--- src/rtl/prog_loader_if.sv ---
// Bundle of the host stream, core-side bus, memory-side bus and status lines around prog_loader.
// slave is the loader's view; master is the view of whatever surrounds it.
interface prog_loader_if #(
  parameter int ADDR_W = 8,
  parameter int DATA_W = 8
) ();
  logic              programming_enable;
  logic [DATA_W-1:0] in_data;
  logic              in_valid;
  logic              in_ready;
  logic              core_rst;
  logic              core_clk_en;
  logic              memory_WE;
  logic [ADDR_W-1:0] AddressBus;
  logic [DATA_W-1:0] WriteBus;
  logic [DATA_W-1:0] ReadBus;
  logic [DATA_W-1:0] MemReadBus;
  logic [DATA_W-1:0] MemWriteBus;
  logic [ADDR_W-1:0] MemAddressBus;
  logic              MemWE;
  logic              busy;
  logic              done;
  logic              error;

  modport slave (
    input  programming_enable, in_data, in_valid,
    input  memory_WE, AddressBus, WriteBus, MemReadBus,
    output in_ready, core_rst, core_clk_en, ReadBus,
    output MemWriteBus, MemAddressBus, MemWE, busy, done, error
  );

  modport master (
    output programming_enable, in_data, in_valid,
    output memory_WE, AddressBus, WriteBus, MemReadBus,
    input  in_ready, core_rst, core_clk_en, ReadBus,
    input  MemWriteBus, MemAddressBus, MemWE, busy, done, error
  );
endinterface

--- src/rtl/prog_loader.sv ---
// Framed-stream memory loader that holds the core in reset while writing a program image.
// Optional trailing checksum word is enabled by defining PROG_LOADER_CHECKSUM_EN.
module prog_loader #(
  parameter int ADDR_W   = 8,
  parameter int DATA_W   = 8,
  parameter int RST_HOLD = 2
) (
  input  logic          i_clk,
  input  logic          i_rst_in,
  prog_loader_if.slave  io_bus
);

  localparam int HOLD_W = (RST_HOLD > 1) ? $clog2(RST_HOLD) : 1;

  typedef enum logic [2:0] {
    ST_IDLE     = 3'd0,
    ST_HDR_ADDR = 3'd1,
    ST_HDR_LEN  = 3'd2,
    ST_DATA     = 3'd3,
    ST_FLUSH    = 3'd4,
`ifdef PROG_LOADER_CHECKSUM_EN
    ST_CSUM     = 3'd6,
`endif
    ST_HOLD     = 3'd5
  } state_t;

  state_t            r_state;
  state_t            w_next;
  logic [ADDR_W-1:0] r_ptr;
  logic [DATA_W-1:0] r_cnt;
  logic [ADDR_W-1:0] r_wr_addr;
  logic [DATA_W-1:0] r_wr_data;
  logic              r_we;
  logic [HOLD_W-1:0] r_hold_cnt;
  logic              r_done;
  logic              r_error;

  logic              w_busy;
  logic              w_in_ready;
  logic              w_accept;
  logic              w_start;
  logic              w_set_done;
  logic              w_set_error;
  logic              w_idle_pass;
  logic [ADDR_W-1:0] w_mem_addr;
  logic [DATA_W-1:0] w_mem_wdata;
  logic [DATA_W-1:0] w_read;
  logic              w_mem_we;

`ifdef PROG_LOADER_CHECKSUM_EN
  logic [DATA_W-1:0] r_csum;
  logic              w_csum_ok;
`endif

  assign w_busy = (r_state != ST_IDLE);
`ifdef PROG_LOADER_CHECKSUM_EN
  assign w_in_ready = !i_rst_in && io_bus.programming_enable &&
                      ((r_state == ST_HDR_ADDR) || (r_state == ST_HDR_LEN) ||
                       (r_state == ST_DATA) || (r_state == ST_CSUM));
  assign w_csum_ok  = (io_bus.in_data == r_csum);
`else
  assign w_in_ready = !i_rst_in && io_bus.programming_enable &&
                      ((r_state == ST_HDR_ADDR) || (r_state == ST_HDR_LEN) ||
                       (r_state == ST_DATA));
`endif
  assign w_accept = io_bus.in_valid && w_in_ready;
  assign w_start  = (r_state == ST_IDLE) && (w_next == ST_HDR_ADDR);

  // State register
  always_ff @(posedge i_clk) begin
    if (i_rst_in) begin
      r_state <= ST_IDLE;
    end else begin
      r_state <= w_next;
    end
  end

  // Next state; dropping programming_enable mid-load aborts into HOLD with error
  always_comb begin
    w_next      = r_state;
    w_set_done  = 1'b0;
    w_set_error = 1'b0;
    case (r_state)
      ST_IDLE: begin
        if (io_bus.programming_enable) w_next = ST_HDR_ADDR;
        else                           w_next = ST_IDLE;
      end
      ST_HDR_ADDR: begin
        if (!io_bus.programming_enable) begin
          w_next      = ST_HOLD;
          w_set_error = 1'b1;
        end else if (w_accept) w_next = ST_HDR_LEN;
        else                   w_next = ST_HDR_ADDR;
      end
      ST_HDR_LEN: begin
        if (!io_bus.programming_enable) begin
          w_next      = ST_HOLD;
          w_set_error = 1'b1;
        end else if (w_accept) w_next = ST_DATA;
        else                   w_next = ST_HDR_LEN;
      end
      ST_DATA: begin
        if (!io_bus.programming_enable) begin
          w_next      = ST_HOLD;
          w_set_error = 1'b1;
        end else if (w_accept && (r_cnt == '0)) begin
`ifdef PROG_LOADER_CHECKSUM_EN
          w_next = ST_CSUM;
`else
          w_next = ST_FLUSH;
`endif
        end else w_next = ST_DATA;
      end
`ifdef PROG_LOADER_CHECKSUM_EN
      ST_CSUM: begin
        if (!io_bus.programming_enable) begin
          w_next      = ST_HOLD;
          w_set_error = 1'b1;
        end else if (w_accept) begin
          w_next      = ST_HOLD;
          w_set_done  = w_csum_ok;
          w_set_error = !w_csum_ok;
        end else w_next = ST_CSUM;
      end
`endif
      ST_FLUSH: begin
        w_next = ST_HOLD;
        if (!io_bus.programming_enable) w_set_error = 1'b1;
        else                            w_set_done  = 1'b1;
      end
      ST_HOLD: begin
        if (r_hold_cnt == '0) w_next = ST_IDLE;
        else                  w_next = ST_HOLD;
      end
      default: w_next = ST_IDLE;
    endcase
  end

  // Address pointer, word counter, pending write and status registers
  always_ff @(posedge i_clk) begin
    if (i_rst_in) begin
      r_ptr      <= '0;
      r_cnt      <= '0;
      r_wr_addr  <= '0;
      r_wr_data  <= '0;
      r_we       <= 1'b0;
      r_hold_cnt <= '0;
      r_done     <= 1'b0;
      r_error    <= 1'b0;
    end else begin
      r_we   <= w_accept && (r_state == ST_DATA);
      r_done <= w_set_done;
      if (w_start)          r_error <= 1'b0;
      else if (w_set_error) r_error <= 1'b1;
      if (w_accept) begin
        case (r_state)
          ST_HDR_ADDR: r_ptr <= io_bus.in_data[ADDR_W-1:0];
          ST_HDR_LEN:  r_cnt <= io_bus.in_data;
          ST_DATA: begin
            r_wr_addr <= r_ptr;
            r_wr_data <= io_bus.in_data;
            r_ptr     <= r_ptr + ADDR_W'(1);
            r_cnt     <= r_cnt - DATA_W'(1);
          end
          default: ;
        endcase
      end
      if ((r_state != ST_HOLD) && (w_next == ST_HOLD)) r_hold_cnt <= HOLD_W'(RST_HOLD - 1);
      else if (r_hold_cnt != '0)                       r_hold_cnt <= r_hold_cnt - HOLD_W'(1);
    end
  end

`ifdef PROG_LOADER_CHECKSUM_EN
  // Running sum of base, length and data words, checked against the trailing word
  always_ff @(posedge i_clk) begin
    if (i_rst_in) begin
      r_csum <= '0;
    end else if (w_accept && (r_state == ST_HDR_ADDR)) begin
      r_csum <= io_bus.in_data;
    end else if (w_accept && ((r_state == ST_HDR_LEN) || (r_state == ST_DATA))) begin
      r_csum <= r_csum + io_bus.in_data;
    end
  end
`endif

  // Idle is a transparent core-to-memory path; otherwise the loader owns the bus
  always_comb begin
    w_idle_pass = (r_state == ST_IDLE) && !i_rst_in;
    if (w_idle_pass) begin
      w_mem_addr  = io_bus.AddressBus;
      w_mem_wdata = io_bus.WriteBus;
      w_mem_we    = io_bus.memory_WE;
      w_read      = io_bus.MemReadBus;
    end else begin
      w_mem_addr  = r_wr_addr;
      w_mem_wdata = r_wr_data;
      w_mem_we    = r_we && !i_rst_in;
      w_read      = '0;
    end
  end

  assign io_bus.in_ready      = w_in_ready;
  assign io_bus.MemAddressBus = w_mem_addr;
  assign io_bus.MemWriteBus   = w_mem_wdata;
  assign io_bus.MemWE         = w_mem_we;
  assign io_bus.ReadBus       = w_read;
  assign io_bus.busy          = w_busy;
  assign io_bus.done          = r_done;
  assign io_bus.error         = r_error;
  assign io_bus.core_rst      = i_rst_in | w_busy;
  assign io_bus.core_clk_en   = ~(i_rst_in | w_busy);

endmodule

--- src/flat_wrapper.sv ---
// flat-port wrapper written by rule: the top's interface ports become plain ports
module prog_loader_flat 
#(
  parameter int ADDR_W   = 8,
  parameter int DATA_W   = 8,
  parameter int RST_HOLD = 2
)
  (i_clk, i_rst_in, io_bus_programming_enable, io_bus_in_data, io_bus_in_valid, io_bus_memory_WE, io_bus_AddressBus, io_bus_WriteBus, io_bus_MemReadBus, io_bus_in_ready, io_bus_core_rst, io_bus_core_clk_en, io_bus_ReadBus, io_bus_MemWriteBus, io_bus_MemAddressBus, io_bus_MemWE, io_bus_busy, io_bus_done, io_bus_error);
  prog_loader_if #(.ADDR_W(ADDR_W), .DATA_W(DATA_W)) io_bus_i ();
  input  logic i_clk;
  input  logic i_rst_in;
  input wire logic [$bits(io_bus_i.programming_enable)-1:0] io_bus_programming_enable;
  input wire logic [$bits(io_bus_i.in_data)-1:0] io_bus_in_data;
  input wire logic [$bits(io_bus_i.in_valid)-1:0] io_bus_in_valid;
  input wire logic [$bits(io_bus_i.memory_WE)-1:0] io_bus_memory_WE;
  input wire logic [$bits(io_bus_i.AddressBus)-1:0] io_bus_AddressBus;
  input wire logic [$bits(io_bus_i.WriteBus)-1:0] io_bus_WriteBus;
  input wire logic [$bits(io_bus_i.MemReadBus)-1:0] io_bus_MemReadBus;
  output wire logic [$bits(io_bus_i.in_ready)-1:0] io_bus_in_ready;
  output wire logic [$bits(io_bus_i.core_rst)-1:0] io_bus_core_rst;
  output wire logic [$bits(io_bus_i.core_clk_en)-1:0] io_bus_core_clk_en;
  output wire logic [$bits(io_bus_i.ReadBus)-1:0] io_bus_ReadBus;
  output wire logic [$bits(io_bus_i.MemWriteBus)-1:0] io_bus_MemWriteBus;
  output wire logic [$bits(io_bus_i.MemAddressBus)-1:0] io_bus_MemAddressBus;
  output wire logic [$bits(io_bus_i.MemWE)-1:0] io_bus_MemWE;
  output wire logic [$bits(io_bus_i.busy)-1:0] io_bus_busy;
  output wire logic [$bits(io_bus_i.done)-1:0] io_bus_done;
  output wire logic [$bits(io_bus_i.error)-1:0] io_bus_error;
  assign io_bus_i.programming_enable = io_bus_programming_enable;
  assign io_bus_i.in_data = io_bus_in_data;
  assign io_bus_i.in_valid = io_bus_in_valid;
  assign io_bus_i.memory_WE = io_bus_memory_WE;
  assign io_bus_i.AddressBus = io_bus_AddressBus;
  assign io_bus_i.WriteBus = io_bus_WriteBus;
  assign io_bus_i.MemReadBus = io_bus_MemReadBus;
  assign io_bus_in_ready = io_bus_i.in_ready;
  assign io_bus_core_rst = io_bus_i.core_rst;
  assign io_bus_core_clk_en = io_bus_i.core_clk_en;
  assign io_bus_ReadBus = io_bus_i.ReadBus;
  assign io_bus_MemWriteBus = io_bus_i.MemWriteBus;
  assign io_bus_MemAddressBus = io_bus_i.MemAddressBus;
  assign io_bus_MemWE = io_bus_i.MemWE;
  assign io_bus_busy = io_bus_i.busy;
  assign io_bus_done = io_bus_i.done;
  assign io_bus_error = io_bus_i.error;
  prog_loader #(.ADDR_W(ADDR_W), .DATA_W(DATA_W), .RST_HOLD(RST_HOLD)) u_core (.i_clk(i_clk), .i_rst_in(i_rst_in), .io_bus(io_bus_i));
endmodule
--- config.mk ---
export PLATFORM = sky130hd
export DESIGN_NAME = prog_loader_flat
export DESIGN_NICKNAME = d
export VERILOG_FILES = /design/src/rtl/prog_loader_if.sv /design/src/rtl/prog_loader.sv /design/src/flat_wrapper.sv
export SDC_FILE = /design/constraint.sdc
export NUM_CORES = 1
export LEC_CHECK = 0
export ABC_AREA = 1
export CELL_PAD_IN_SITES_DETAIL_PLACEMENT = 1
export CELL_PAD_IN_SITES_GLOBAL_PLACEMENT = 2
export CORE_MARGIN = 1
export CORE_UTILIZATION = 24
export CTS_BUF_LIST = sky130_fd_sc_hd__clkbuf_8 sky130_fd_sc_hd__clkbuf_16
export DETAILED_ROUTE_END_ITERATION = 16
export PLACE_DENSITY_LB_ADDON = 0.25
export REMOVE_ABC_BUFFERS = 1
export SYNTH_ARGS = -nofsm -noshare
export SYNTH_HDL_FRONTEND = slang
export SYNTH_SLANG_ARGS = --single-unit
export TNS_END_PERCENT = 20
--- constraint.sdc ---
create_clock -name i_clk -period 1.7 [get_ports i_clk]
set_input_delay 0.255 -clock i_clk [delete_from_list [all_inputs] [get_ports i_clk]]
set_output_delay 0.255 -clock i_clk [all_outputs]
set_load 0.02 [all_outputs]
==> results of run 1 <==
[metal layers]
layer / global-route usage, % / vias up
li1: - / 1258
met1: 18.69 / 1087
met2: 24.54 / 38
met3: 2.950 / 5
met4: 3.444 / 0
met5: 0 / -
[cells by family (layout without fill, tap and decap cells)]
kind of cell,after synthesis,count (layout),synth area share (%)
xor+xnor,5,5,2.016
compound gates,92,92,22.58
simple gates,129,129,25.98
flops,39,39,35.94
fa+ha+maj,3,3,1.728
buf+inv,64,157,11.75
[cell usage in the layout, fill, tap and decap left out, types with 3 or more instances in the layout]
cell type / Yosys / layout
nand2_4: 0 / 7
xnor2_1: 3 / 3
buf_4: 1 / 37
nand2_2: 5 / 4
nor2_4: 0 / 3
buf_2: 9 / 6
clkbuf_8: 0 / 6
dfxtp_1: 39 / 38
ha_1: 3 / 3
nor2_1: 34 / 32
nand3_1: 16 / 16
inv_1: 44 / 44
nor2_2: 4 / 3
buf_6: 0 / 7
a31oi_1: 4 / 4
buf_12: 0 / 4
inv_2: 6 / 5
nand2_1: 62 / 56
dlygate4sd2_1: 0 / 3
a21oi_1: 30 / 29
o21ai_1: 7 / 15
o21ai_0: 46 / 32
clkdlybuf4s50_1: 0 / 38
o21ai_2: 1 / 6
[state kept, by name (all words and copies together) (netlist names)]
signal               cells
u_core.io_bus.done       1
u_core.io_bus.error      1
u_core.r_cnt             8
u_core.r_hold_cnt        1
u_core.r_ptr             8
u_core.r_state           3
u_core.r_we              1
u_core.r_wr_addr         8
u_core.r_wr_data         8
[worst max-delay path, stage by stage, from the launching register on]
cell and delay (ns):
dfxtp_2 0.33, inv_2 0.07, nand2_4 0.06, nor2_4 0.10, inv_2 0.06, nor2_4 0.17, buf_12 0.17, nand2_1 0.05
o21ai_0 0.07, clkdlybuf4s15_1 0.32
[timing repair]
item | 4_1_cts | 5_1_grt
pin swaps | 1 | 4
setup buffers | 0 | 6
setup endpoints to repair | 49 | 57
resized for setup | 91 | 97
gates cloned | 0 | 2
[power breakdown]
group          total, mW  internal (mW)  switching [mW]
registers          0.934          0.925         0.00890
clock network      0.826          0.476           0.350
logic              0.701          0.335           0.367
total               2.46           1.74           0.726
[worst max path at each step]
stage	slack, ns	cells past startpoint	from	endpoint
after floorplan	-0.68	7	u_core.r_state[0]	io_bus_ReadBus[0]
after global placement	-0.42	6	i_rst_in	io_bus_ReadBus[5]
after detailed placement	-0.47	6	i_rst_in	io_bus_ReadBus[4]
after CTS	-0.32	9	u_core.r_state[1]	io_bus_MemWriteBus[5]
after global routing	-0.39	9	u_core.r_state[1]	io_bus_MemWriteBus[1]
final	-0.26	9	u_core.r_state[1]	io_bus_MemWriteBus[1]
[cell type report]
| class | instances | area, um2 | area share [%] |
|---|---|---|---|
| multi-input combinational | 229 | 1249 | 36.73 |
| timing repair buffer | 98 | 918.4 | 27.02 |
| tap | 108 | 135.1 | 3.975 |
| clock inverter | 2 | 35.03 | 1.031 |
| clock buffer | 6 | 82.58 | 2.429 |
| sequential | 39 | 782.0 | 23.00 |
| inverter | 51 | 197.7 | 5.815 |
[stage by stage]
stage | util (%) | cell area (um2) | instances
after detailed placement | 35.68 | 3112 | 517
after CTS | 36.73 | 3203 | 525
after global routing | 38.98 | 3400 | 533
final | 38.98 | 3400 | 533
after global placement | 35.68 | 3112 | 517
after floorplan | - | 2108 | 319
==> flow_metrics.py, run 1 <==
metrics = {
    "sta": {
        "setup_violations": 36,
        "drv_slew": 0,
        "fin_skew_ns": 0.005064,
        "rsz0062_at_grt": "true",
        "layout_min_cycle_time_ns": 1.963,
        "holdWs_ns": 0.4523,
        "worst_pin_slew_ns": 0.3014,
        "hold_viol": 0,
        "tns_ns": -4.587,
        "fin_ws_ns": -0.2634,
        "max_freq_mhz": 509.3,
        "slew_headroom_pct": 79.83,
        "fin_crit_sh_pct": 115.5,
    },
    "route": {
        "viasPerCell": 4.480,
        "route.met2.wl_mm": 3.333,
        "drc": 0,
        "vias": 2388,
        "firstDrtPassIters": 4,
        "wl_per_cell_um": 13.17,
        "drt_iter0_drc": 59,
        "wl_met3_um": 283,
        "wl_met1_mm": 3.343,
        "ant_nets": 0,
        "drt-total-wl_mm": 7.018,
        "highest_layer": "met4",
    },
    "die": {
        "core_area_um2": 8721,
        "fp.dieW_um": 97.14,
        "io_pins": 68,
        "rows": 34,
        "dieArea_um2": 9435,
        "initial_core_util_pct": 24.91,
        "die_h_um": 97.14,
    },
    "worst_hold_path": {
        "holdCritStartpoint": "u_core.r_wr_data[7]",
        "min_path_cells": 2,
        "holdPathEnd": "u_core.r_wr_data[7]",
        "min_path_type": "reg2reg",
    },
    "clocking": {
        "clk_pin_slew_ns": 0.08,
        "clockBufferDepth": 2,
        "tritoncts": "done",
        "cts_inserted_buffers": 5,
        "clk_latency_ns": 0.29,
        "h-tree-depth": 2,
        "cts-root-buf": "clkbuf_8",
        "cts_hold_buffers": 0,
        "cts_sinks": 39,
    },
    "global_routing": {
        "grt_pass1_vias": 2331,
        "grt_max_degree": 34,
        "grt_usage_pct": 14.45,
        "overflow": 0,
        "antenna_found_initial": 0,
        "grt_pass1_wl_mm": 11.23,
    },
    "yosys": {
        "synth.avg_cell_area_um2": 6.542,
        "syn_area_um2": 2172,
        "synthTopCellsByArea": "dfxtp_1, nand2_1, o21ai_0, inv_1, a21oi_1",
        "async_reset_ff_share_pct": 0,
        "ys.flop_type": "dfxtp_1",
        "synth_top_area_share_pct": 35.94,
        "yosysTopAreaCell": "dfxtp_1",
        "ys_warn_count": 0,
        "ys_seq_area_share_pct": 35.94,
        "synth_edf_count": 0,
        "yosysMostFrequentCell": "nand2_1",
        "synth_common_cells": "nand2_1, o21ai_0, inv_1",
        "synth_cells": 332,
        "synth_cell_types": 30,
        "synth-seq-cells": 39,
    },
    "setup_path": {
        "crit_path_end_kind": "output port",
        "worstPathArrival_ns": 1.71,
        "crit_type": "reg2out",
        "worst_r2r_endpoint": "u_core.r_wr_data[6]",
        "r2r_start": "u_core.r_state[0]",
        "cp_max_fo": 17,
        "critPathLaunchType": "flop",
        "crit_required_ns": 1.44,
        "r2r_cells": 11,
        "regToRegSetupSlack_ns": -0.03,
    },
    "power_and_ir_drop": {
        "powerDensity_nw_per_um2": 723.9,
        "p_leak_nw": 1.523,
        "power_mw": 2.461,
        "vdd_drop_max_v": 0.0002606,
    },
    "finish": {
        "syn_to_final_growth_pct": 56.51,
        "final_nets": 464,
        "fill_cells": 1099,
        "drive_gt1_share_pct": 23.76,
        "diodes": 0,
    },
    "place": {
        "post-place-ws_ns": -0.4717,
        "place_hpwl_mm": 5.043,
        "port_buffers": 67,
        "place.gp.congestion": 0.8136,
    },
    "outcome": {
        "violations": "negative setup slack",
        "status": "finished, violations left",
    },
    "flow_run": {
        "maxCapViolations": 0,
    },
}
Note: power is estimated with default switching activity, not from simulation.
==> run 2, diff against run 1 <==
- ABC_AREA: 1 -> not set
- CORE_UTILIZATION: 24 -> 25
==> flow_metrics.py, run 2 <==
metrics = {
    "outcome": {
        "status": "finished, violations left",
        "violations": "negative setup slack",
    },
    "power_and_ir_drop": {
        "powerDensity_nw_per_um2": 713.4,
        "p_leak_nw": 1.327,
        "combinationalPowerShare_pct": 23.6,
        "p_clk_share_pct": 38.0,
        "intPower_mw": 1.830,
        "p_sw_mw": 0.6057,
        "seqPwrFrac_pct": 38.4,
        "switching_share_pct": 24.87,
        "vdd_drop_max_v": 0.0003008,
    },
    "die": {
        "core_area_um2": 8258,
        "dieArea_um2": 8937,
        "io_pins": 68,
        "rows": 33,
        "fp.dieW_um": 94.54,
        "initial_core_util_pct": 25.92,
        "die_h_um": 94.54,
    },
    "clocking": {
        "cts_inserted_buffers": 5,
        "h-tree-depth": 2,
        "clk_pin_slew_ns": 0.08,
        "clk_latency_ns": 0.29,
        "clockBufferDepth": 2,
        "cts-root-buf": "clkbuf_8",
        "cts_sinks": 39,
        "tritoncts": "done",
    },
    "worst_hold_path": {
        "min_path_cells": 2,
        "holdPathEnd": "u_core.r_wr_addr[5]",
        "min_path_type": "reg2reg",
        "holdCritStartpoint": "u_core.r_wr_addr[5]",
    },
    "yosys": {
        "synth_common_cells": "nand2_1, dfxtp_1, a21oi_1",
        "synthTopCellsByArea": "dfxtp_1, nand2_1, mux2_2, a21oi_1, nor2_1",
        "yosysTopAreaCell": "dfxtp_1",
        "async_reset_ff_share_pct": 0,
        "synth_cells": 276,
        "synth_cell_types": 43,
        "synth-seq-cells": 39,
        "ys.flop_type": "dfxtp_1",
        "ys_warn_count": 0,
        "synth_edf_count": 0,
        "synth_top_area_share_pct": 36.47,
        "syn_area_um2": 2141,
        "ys_seq_area_share_pct": 36.47,
        "yosysMostFrequentCell": "nand2_1",
        "synth.avg_cell_area_um2": 7.757,
    },
    "sta": {
        "hold_viol": 0,
        "slew_headroom_pct": 73.19,
        "fin_ws_ns": -0.4685,
        "rsz0062_at_grt": "true",
        "tns_ns": -10.72,
        "holdWs_ns": 0.4555,
        "worst_pin_slew_ns": 0.3990,
        "layout_min_cycle_time_ns": 2.168,
        "drv_slew": 0,
        "fin_crit_sh_pct": 127.6,
        "max_freq_mhz": 461.2,
        "setup_violations": 48,
        "fin_skew_ns": 0.01028,
    },
    "place": {
        "post-place-ws_ns": -0.5296,
        "placed_cell_area_um2": 3099,
        "port_buffers": 67,
        "place.gp.congestion": 0.7565,
        "place_hpwl_mm": 4.869,
    },
    "route": {
        "wl_per_cell_um": 14.72,
        "drc": 0,
        "firstDrtPassIters": 4,
        "vias": 2248,
        "drt_iter0_drc": 65,
        "viasPerCell": 4.783,
        "ant_nets": 0,
        "drt-total-wl_mm": 6.920,
    },
    "setup_path": {
        "worst_r2r_endpoint": "u_core.r_hold_cnt",
        "path_delay_family": "simple AND/OR/NAND/NOR gates",
        "critPathBufInv": 2,
        "slowest_stage": "or3_4",
        "r2r_start": "u_core.r_cnt[2]",
        "cp_max_fo": 6,
        "path_cells": "or3_4 -> nor2_4 -> clkbuf_16 -> mux2_4 -> buf_6",
        "critPathMaxStageDelay_ns": 0.40,
        "regToRegSetupSlack_ns": -0.10,
        "worstPathArrival_ns": 1.91,
        "crit_required_ns": 1.44,
        "r2r_cells": 5,
        "critPathLaunchType": "flop",
        "crit_type": "reg2out",
        "crit_path_end_kind": "output port",
    },
    "global_routing": {
        "grt_pass1_wl_mm": 11.35,
        "grt_usage_pct": 16.19,
        "grt_max_degree": 23,
        "grt_pass1_vias": 2260,
        "overflow": 0,
        "antenna_found_initial": 0,
    },
    "finish": {
        "drive_gt1_share_pct": 29.32,
        "fin_util_pct": 41.35,
        "final_nets": 404,
        "final_cell_mix": "nand2_1, clkdlybuf4s50_1, dfxtp_1",
        "syn_to_final_growth_pct": 59.50,
        "stdcell_area_um2": 3415,
        "layout.cells.most_common": "nand2_1",
        "diodes": 0,
    },
    "flow_run": {
        "maxCapViolations": 0,
    },
}
run 2: power groups by stage:
stage	Clock (mW)	Sequential (mW)	Combinational, mW
6_report	0.925	0.936	0.575
5_1_grt	1.01	0.938	0.619
4_1_cts	0.956	0.935	0.504
3_5_place_dp	0	0.956	0.484
3_3_place_gp	0	0.956	0.477
2_1_floorplan	0	0.963	0.202
run 2: metrics by stage:
step / instances / power (mW)
floorplan: 257 / 1.165
global placement: 457 / 1.433
detailed placement: 457 / 1.440
CTS: 467 / 2.395
global route: 470 / 2.563
finish: 470 / 2.436
run 2: repair_timing:
item,4_1_cts,5_1_grt
hold endpoints to repair,0,0
hold buffers,0,0
gates resized for setup,142,56
cloned,1,1
setup buffers,1,3
setup endpoints to repair,52,61
pin swaps,2,8
run 2: area by class of cell:
type	instances	area, um2
Multi-Input combinational cell	212	1341
Fill cell	977	4843
Clock buffer	5	68.82
Tap cell	105	131.4
Sequential cell	39	782.0
Clock inverter	3	63.81
Timing Repair Buffer	100	1005
Inverter	6	22.52
run 2: cells by family after synthesis:
family | Yosys count | share of synthesized area [%]
and+or+nand+nor | 118 | 27.12
muxes | 18 | 9.410
adders and majority gates | 3 | 1.754
AOI/OAI and AO/OA | 73 | 20.52
DFF | 39 | 36.47
buffers and inverters | 25 | 4.734
run 2: worst max path at each step:
| stage | cells past startpoint | end | slack [ns] | from |
|---|---|---|---|---|
| after detailed placement | 5 | io_bus_MemAddressBus[7] | -0.53 | i_rst_in |
| after floorplan | 3 | io_bus_MemAddressBus[0] | -0.70 | u_core.r_state[2] |
| after global routing | 5 | io_bus_MemWriteBus[2] | -0.52 | u_core.r_state[1] |
| after CTS | 5 | io_bus_MemWriteBus[5] | -0.51 | u_core.r_state[2] |
| after global placement | 7 | u_core.r_hold_cnt | -0.52 | i_rst_in |
| final | 5 | io_bus_MemWriteBus[2] | -0.47 | u_core.r_state[1] |
run 2: worst min-delay path, delay by kind of cell, from the launching register on:
kind / cells / cell delay [ns]
flip-flops: 1 / 0.31
AND/OR/NAND/NOR: 1 / 0.05
AO/OA/AOI/OAI: 1 / 0.05
run 2: routing by layer:
metal	vias to the layer above	wire, um	GRT usage [%]
met5	-	0	0
met1	1055	3230	20.86
met2	44	3363	27.78
li1	1144	-	-
met3	5	275	3.301
met4	0	51	3.409
==> run 3, diff against run 2 <==
- CORE_ASPECT_RATIO: not set -> 1.25
- GPL_ROUTABILITY_DRIVEN: not set -> 0
==> flow_metrics.py, run 3 (synthesis gave the netlist of run 2 again) <==
metrics = {
    "route": {
        "vias": 2278,
        "ant_nets": 0,
        "viasPerCell": 4.952,
        "wl_per_cell_um": 15.57,
        "drt_iter0_drc": 79,
        "drt-total-wl_mm": 7.162,
        "firstDrtPassIters": 12,
        "drc": 9,
    },
    "clocking": {
        "clockBufferDepth": 2,
        "clk_pin_slew_ns": 0.08,
        "clk_latency_ns": 0.30,
        "cts_inserted_buffers": 5,
        "cts-root-buf": "clkbuf_8",
        "cts_sinks": 39,
        "h-tree-depth": 2,
        "tritoncts": "done",
        "cts_hold_buffers": 0,
    },
    "finish": {
        "stdcell_area_um2": 3374,
        "syn_to_final_growth_pct": 57.63,
        "final_cell_mix": "nand2_1, clkdlybuf4s50_1, dfxtp_1",
        "multi_input_area_um2": 1353,
        "layout.cells.most_common": "nand2_1",
        "diodes": 0,
        "drive_gt1_share_pct": 28.93,
        "seqCellArea_um2": 783.3,
        "final_nets": 402,
        "fill_cells": 971,
    },
    "die": {
        "dieArea_um2": 8940,
        "initial_core_util_pct": 25.83,
        "fp.dieW_um": 84.77,
        "rows": 37,
        "core_area_um2": 8287,
        "die_h_um": 105.5,
        "io_pins": 68,
    },
    "sta": {
        "tns_ns": -9.032,
        "holdWs_ns": 0.4595,
        "slew_headroom_pct": 61.48,
        "fin_skew_ns": 0.004953,
        "fin_crit_sh_pct": 124.6,
        "layout_min_cycle_time_ns": 2.119,
        "drv_slew": 0,
        "rsz0062_at_grt": "true",
        "max_freq_mhz": 472.0,
        "hold_viol": 0,
        "fin_ws_ns": -0.4187,
        "worst_pin_slew_ns": 0.5725,
        "setup_violations": 28,
    },
    "setup_path": {
        "crit_path_end_kind": "output port",
        "cp_max_fo": 7,
        "r2r_cells": 5,
        "regToRegSetupSlack_ns": -0.17,
        "crit_required_ns": 1.44,
        "critPathLaunchType": "flop",
        "r2r_start": "u_core.r_cnt[2]",
        "worstPathArrival_ns": 1.86,
        "crit_type": "reg2out",
        "worst_r2r_endpoint": "u_core.r_hold_cnt",
    },
    "global_routing": {
        "antenna_found_initial": 0,
        "grt_pass1_vias": 2307,
        "overflow": 0,
        "grt_max_degree": 26,
        "grt_usage_pct": 16.49,
        "grt_pass1_wl_mm": 11.54,
    },
    "worst_hold_path": {
        "holdCritStartpoint": "u_core.r_wr_addr[4]",
        "holdPathEnd": "u_core.r_wr_addr[4]",
        "min_path_type": "reg2reg",
        "min_path_cells": 2,
    },
    "power_and_ir_drop": {
        "p_leak_nw": 1.319,
        "vdd_drop_max_v": 0.0002841,
        "powerDensity_nw_per_um2": 679.6,
    },
    "flow_run": {
        "maxCapViolations": 0,
    },
    "place": {
        "post-place-ws_ns": -0.6731,
        "place_hpwl_mm": 4.967,
        "placed_cell_area_um2": 3107,
        "port_buffers": 67,
    },
    "outcome": {
        "violations": "design-rule violations, negative setup slack",
        "status": "finished, violations left",
    },
}
[run 3: cell count changes in the layout (fill, tap and decap cells not counted), moves of 2 or more]
cell,change
buf_12,+2
mux2_2,-4
and2_4,-3
buf_6,-5
and2_1,+2
mux2_4,+4
[run 3: metrics by stage]
step                      util (%)  power, mW  std cells
final                        40.72      2.293        460
after global routing         40.72      2.393        460
after CTS                    39.41      2.297        461
after detailed placement     37.49      1.446        448
after global placement       37.49      1.436        448
after floorplan                  -      1.165        257
[run 3: area by class of cell]
class | count | share of cell area [%]
multi-input combinational | 212 | 40.08
timing repair buffer | 98 | 29.11
sequential | 39 | 23.21
tap | 97 | 3.597
clock buffer | 5 | 2.039
clock inverter | 3 | 1.298
inverter | 6 | 0.6674
[run 3: routing by layer]
layer / global-route usage, % / up-vias / share of wire (%)
li1: - / 1140 / -
met4: 7.022 / 0 / 2.4
met2: 29.21 / 48 / 51
met1: 19.34 / 1081 / 43
met3: 2.976 / 9 / 3.8
met5: 0 / - / 0
[run 3: critical path: stages, from the launching register on]
cell and delay [ns]:
dfxtp_2 0.33, or3_4 0.40, nor2_4 0.19, buf_12 0.16, mux2_2 0.32, buf_2 0.16
[run 3: how the worst max path moves through the flow]
stage,startpoint,slack (ns),to
2_1_floorplan,u_core.r_state[2],-0.70,io_bus_MemAddressBus[0]
3_3_place_gp,i_rst_in,-0.63,u_core.r_hold_cnt
3_5_place_dp,i_rst_in,-0.67,io_bus_MemWriteBus[5]
4_1_cts,u_core.r_state[1],-0.51,io_bus_MemAddressBus[7]
5_1_grt,u_core.r_state[2],-0.47,io_bus_MemWriteBus[6]
6_report,u_core.r_state[2],-0.42,io_bus_MemWriteBus[6]
[run 3: what timing repair did]
action | in CTS | in global routing
hold endpoints to repair | 0 | 0
gates cloned | 2 | 0
setup buffers | 3 | 2
setup endpoints to repair | 64 | 36
resized for setup | 139 | 59
pin swaps | 2 | 6
[run 3: where the power goes]
group | internal, mW | leakage, nW | switching (mW)
registers | 0.925 | 0.316 | 0.0106
clock network | 0.437 | 0.0581 | 0.358
logic | 0.309 | 0.945 | 0.253
total | 1.67 | 1.32 | 0.622
